<file path="src/rtl/async_fifo_top.sv">
// Gray-pointer FIFO on a single clock with asynchronous active-low reset.
// Define PTR_SYNC_EN to pass the exchanged Gray pointers through 2-flop synchronizers.
module async_fifo_top #(
    parameter int width = 8,
    parameter int depth = 8
) (
    input  logic             clk,
    input  logic             rst,
    input  logic             winc,
    input  logic [width-1:0] w_data,
    input  logic             rinc,
    output logic [width-1:0] r_data,
    output logic             full,
    output logic             empty
);
    localparam int ADDR = $clog2(depth);
    localparam logic [ADDR:0] PTR_ONE   = (ADDR + 1)'(1);
    // Inverting the top two Gray bits maps "same address, opposite lap" onto equality.
    localparam logic [ADDR:0] FULL_MASK = (ADDR + 1)'(3) << (ADDR - 1);

    logic [width-1:0] r_mem [depth];
    logic [ADDR:0]    r_wbin;
    logic [ADDR:0]    r_rbin;
    logic [ADDR:0]    r_wgray;
    logic [ADDR:0]    r_rgray;
    logic [ADDR:0]    w_wbin_nxt;
    logic [ADDR:0]    w_rbin_nxt;
    logic [ADDR:0]    w_wgray_r;
    logic [ADDR:0]    w_rgray_w;
    logic             w_wr_en;
    logic             w_rd_en;

    assign w_wr_en    = winc & ~full;
    assign w_rd_en    = rinc & ~empty;
    assign w_wbin_nxt = r_wbin + PTR_ONE;
    assign w_rbin_nxt = r_rbin + PTR_ONE;

    always_ff @(posedge clk or negedge rst) begin
        if (!rst) begin
            r_wbin  <= '0;
            r_wgray <= '0;
        end else if (w_wr_en) begin
            r_wbin  <= w_wbin_nxt;
            r_wgray <= w_wbin_nxt ^ (w_wbin_nxt >> 1);
        end
    end

    always_ff @(posedge clk or negedge rst) begin
        if (!rst) begin
            r_rbin  <= '0;
            r_rgray <= '0;
        end else if (w_rd_en) begin
            r_rbin  <= w_rbin_nxt;
            r_rgray <= w_rbin_nxt ^ (w_rbin_nxt >> 1);
        end
    end

    always_ff @(posedge clk or negedge rst) begin
        if (!rst) begin
            for (int i = 0; i < depth; i++) begin
                r_mem[i] <= '0;
            end
        end else if (w_wr_en) begin
            r_mem[r_wbin[ADDR-1:0]] <= w_data;
        end
    end

`ifdef PTR_SYNC_EN
    logic [ADDR:0] r_wgray_q1;
    logic [ADDR:0] r_wgray_q2;
    logic [ADDR:0] r_rgray_q1;
    logic [ADDR:0] r_rgray_q2;

    always_ff @(posedge clk or negedge rst) begin
        if (!rst) begin
            r_wgray_q1 <= '0;
            r_wgray_q2 <= '0;
            r_rgray_q1 <= '0;
            r_rgray_q2 <= '0;
        end else begin
            r_wgray_q1 <= r_wgray;
            r_wgray_q2 <= r_wgray_q1;
            r_rgray_q1 <= r_rgray;
            r_rgray_q2 <= r_rgray_q1;
        end
    end

    assign w_wgray_r = r_wgray_q2;
    assign w_rgray_w = r_rgray_q2;
`else
    assign w_wgray_r = r_wgray;
    assign w_rgray_w = r_rgray;
`endif

    // Flags depend on registers only, so they stay pessimistic while a remote pointer lags.
    assign empty  = (r_rgray == w_wgray_r);
    assign full   = (r_wgray == (w_rgray_w ^ FULL_MASK));
    assign r_data = r_mem[r_rbin[ADDR-1:0]];

endmodule

</file>
<file path="config.mk">
export PLATFORM = sky130hd
export DESIGN_NAME = async_fifo_top
export DESIGN_NICKNAME = d
export VERILOG_FILES = /design/src/rtl/async_fifo_top.sv
export SDC_FILE = /design/constraint.sdc
export NUM_CORES = 1
export LEC_CHECK = 0
export CORE_UTILIZATION = 66
export CTS_BUF_LIST = sky130_fd_sc_hd__clkbuf_8
export CTS_CLUSTER_SIZE = 16
export DETAILED_ROUTE_END_ITERATION = 16
export GPL_TIMING_DRIVEN = 0
export HOLD_SLACK_MARGIN = 0.12
export PLACE_DENSITY = 0.94
export SYNTH_ARGS = -nofsm -noshare
export SYNTH_HDL_FRONTEND = slang
export SYNTH_SLANG_ARGS = --single-unit
</file>
<file path="constraint.sdc">
create_clock -name clk -period 5.89 [get_ports clk]
set_input_delay 1.178 -clock clk [delete_from_list [all_inputs] [get_ports clk]]
set_output_delay 1.178 -clock clk [all_outputs]
set_load 0.1 [all_outputs]
</file>
==> reports/metrics.cfg <==
[outcome]
outcome = complete, no violations

[setup_path]
start_kind = flip-flop
crit_fanout = 10
critPathCaptureType = primary output
path_cells = clkbuf_1 > clkbuf_1 > mux4_2 > mux2_2 > clkdlybuf4s50_1
crit_path_top_delay_cell = clkdlybuf4s50_1
required_ns = 4.71
slowest_delay_ns = 0.97
crit_top_cell = clkbuf_1
critPathBufInv = 3
critical_path_class = reg -> out
cp_top_family = buffers and inverters
critPathArrivalTime_ns = 3.46

[global_routing]
grt_util_all_layers_pct = 26.1
grt_pass1_vias = 2217
grt_pass1_wl_um = 11500
antenna_found_initial = 0
grt-ovfl-total = 0
grt_start_max_net_pins = 76

[place]
routabilityCongestion = 0.727
portBuffers = 21
dp_hpwl_um = 4410
place_area_sq_mm = 0.00405

[clock_tree]
clk_path_buf_depth = 2
cts_root_buffer = clkbuf_8
clk_latency_ns = 0.34
cts_tree = done
cts-buffers-inserted = 9
htreeDepth = 3
cts_hold_buf = 0
clock_sinks = 78
cts_resized = 0
path_clk_slew_ns = 0.08
cts_setup_buffers = 0

[yosys]
synth_top_family_by_area = multiplexers
ys_warn_count = 0
syn_avg_cell_area_sq_um = 15.5
synth_seq_cells = 78
synth_area_sq_mm = 0.00373
syn_inst = 241
synthMuxAreaShare_pct = 31.8
yosys.area_share.simple_pct = 6.07
synthAdderAreaFrac_pct = 0.671
syn_nets = 255
synth-compound-area-share_pct = 2.28
synth.distinct_cells = 26
yosysSeqAreaShare_pct = 52.3
synth_xor_area_share_pct = 5.17

[sta]
max-slew-margin-rel_pct = 34.8
setup_viol = 0
finalHoldViolCount = 0
fmax_ghz = 0.216
finalCritPeriodShare_pct = 78.7
skew_ns = 0.00880
final_max_slew_viol_count = 0
min_period_ns = 4.63
rsz0062_at_grt = no
worst_slew_pin_slew_ns = 0.975
finalSetupTns_ns = 0

[finish]
syn_to_final_growth_pct = 14.1
nFillCells = 332
drive_above_1_share_pct = 43.7
register_area_sq_mm = 0.00195
diodes = 0
finalInstanceArea_sq_mm = 0.00426
multi_input_area_sq_mm = 0.00172
nets = 288

[drt]
via_per_inst = 6.06
drt_iter0_markers = 129
dr.pass1.iters = 4
drc = 0
ant_nets = 0
wl_per_cell_um = 19.7
vias = 2126
wirelength_um = 6910

[floorplan]
io_pins = 22
dieArea_sq_mm = 0.00595
num_rows = 27
die_y_um = 77.2
core-area_sq_mm = 0.00547
die_w_um = 77.2
initial_core_util_pct = 68.1

[flow_run]
drv_cap = 0

[hold_path]
hold_path.class = reg -> reg

synth_stat cells:
| library cell | n | area share [%] |
|---|---|---|
| nor4_4 | 1 | 0.57 |
| dfrtp_1 | 78 | 52 |
| clkbuf_1 | 4 | 0.40 |
| buf_2 | 4 | 0.54 |
| nand3_1 | 1 | 0.13 |
| ha_1 | 2 | 0.67 |
| nor3_1 | 2 | 0.27 |
| or2_2 | 1 | 0.17 |
| buf_6 | 2 | 0.60 |
| nand4b_2 | 2 | 0.81 |
| o41a_1 | 1 | 0.30 |
| inv_1 | 1 | 0.10 |
| o41ai_2 | 1 | 0.44 |
| mux2_4 | 1 | 0.40 |
| mux4_2 | 16 | 9.7 |
| nor2_1 | 3 | 0.30 |
| nor4b_4 | 2 | 1.3 |
| xnor2_1 | 12 | 2.8 |
| xor2_1 | 10 | 2.3 |
| mux2_2 | 72 | 22 |
| nand2_1 | 15 | 1.5 |
| o21ai_0 | 6 | 0.81 |
| nor3_4 | 1 | 0.44 |
| nand3_2 | 1 | 0.27 |
| nand4_2 | 1 | 0.34 |
| o41ai_4 | 1 | 0.74 |
metrics by stage:
step / setup slack [ns] / instances / hold slack (ns) / utilization (%)
3_5_place_dp: 1.65 / 335 / 0.488 / 74.1
3_3_place_gp: 0.994 / 334 / 0.482 / 73.6
5_1_grt: 1.15 / 351 / 0.515 / 77.8
4_1_cts: 1.22 / 351 / 0.505 / 77.8
2_1_floorplan: 1.72 / 241 / 0.468 / -
6_report: 1.26 / 351 / 0.504 / 77.8
placed cells by master (no fill, tap or decap):
cell type,instances
nor2_1,3
clkinv_2,1
buf_16,1
o41ai_4,1
nand4_2,1
nand3_2,1
xor2_1,10
inv_1,3
clkdlybuf4s50_1,20
nor3_1,2
mux4_2,16
buf_6,2
o21ai_0,6
nor3_4,1
nand3_1,1
dfrtp_1,78
bufinv_16,1
or2_2,1
clkbuf_8,11
nor4b_4,2
nand2_1,15
mux2_2,72
clkinvlp_4,1
xnor2_1,12
buf_4,1
o41ai_2,1
o41a_1,1
mux2_4,1
nand4b_2,2
nor4_4,1
buf_2,4
clkbuf_1,4
ha_1,2
kinds of logic after synthesis:
family | count (synthesis)
compound gates | 9
xor+xnor | 22
fa+ha+maj | 2
buf+inv | 11
flops | 78
mux | 89
simple gates | 30
layout make-up:
cell class | instances | area share, %
plain buffers | 10 | 1.35
clock buffers | 11 | 3.56
clock inverters | 5 | 1.18
inverters | 1 | 0.0882
multi-input cells | 152 | 40.3
flip-flops and latches | 78 | 45.9
well taps | 72 | 2.12
repair buffers | 22 | 5.53
per-layer routing:
metal	part of all wire (%)	GRT usage, %
met2	50	40.1
met1	43	36.0
met3	3.1	4.17
met4	3.4	14.0
met5	0	0
registers in the layout, summed over array words and instances (netlist names):
signal and count:
r_wgray 3, r_mem 64, r_rgray 3, r_rbin 4
r_wbin 4
worst paths after layout:
path	startpoint	to	slack (ns)	depth (start not counted)
max reg2reg	r_rbin[3]$_DFFE_PN0P_	r_mem[59]$_DFFE_PN0P_	3.56	5
max	r_rbin[1]$_DFFE_PN0P_	r_data[5]	1.26	5
min in group asynchronous	rst	r_wgray[1]$_DFFE_PN0P_	0.63	1
min reg2reg	r_mem[0]$_DFFE_PN0P_	r_mem[0]$_DFFE_PN0P_	0.50	1
max in group asynchronous	rst	r_mem[4]$_DFFE_PN0P_	4.71	2
min	r_mem[0]$_DFFE_PN0P_	r_mem[0]$_DFFE_PN0P_	0.50	1
Power is left out: the tool's default activity adds up to more than one toggle a clock period on the data nets, which glitch-free logic cannot reach.
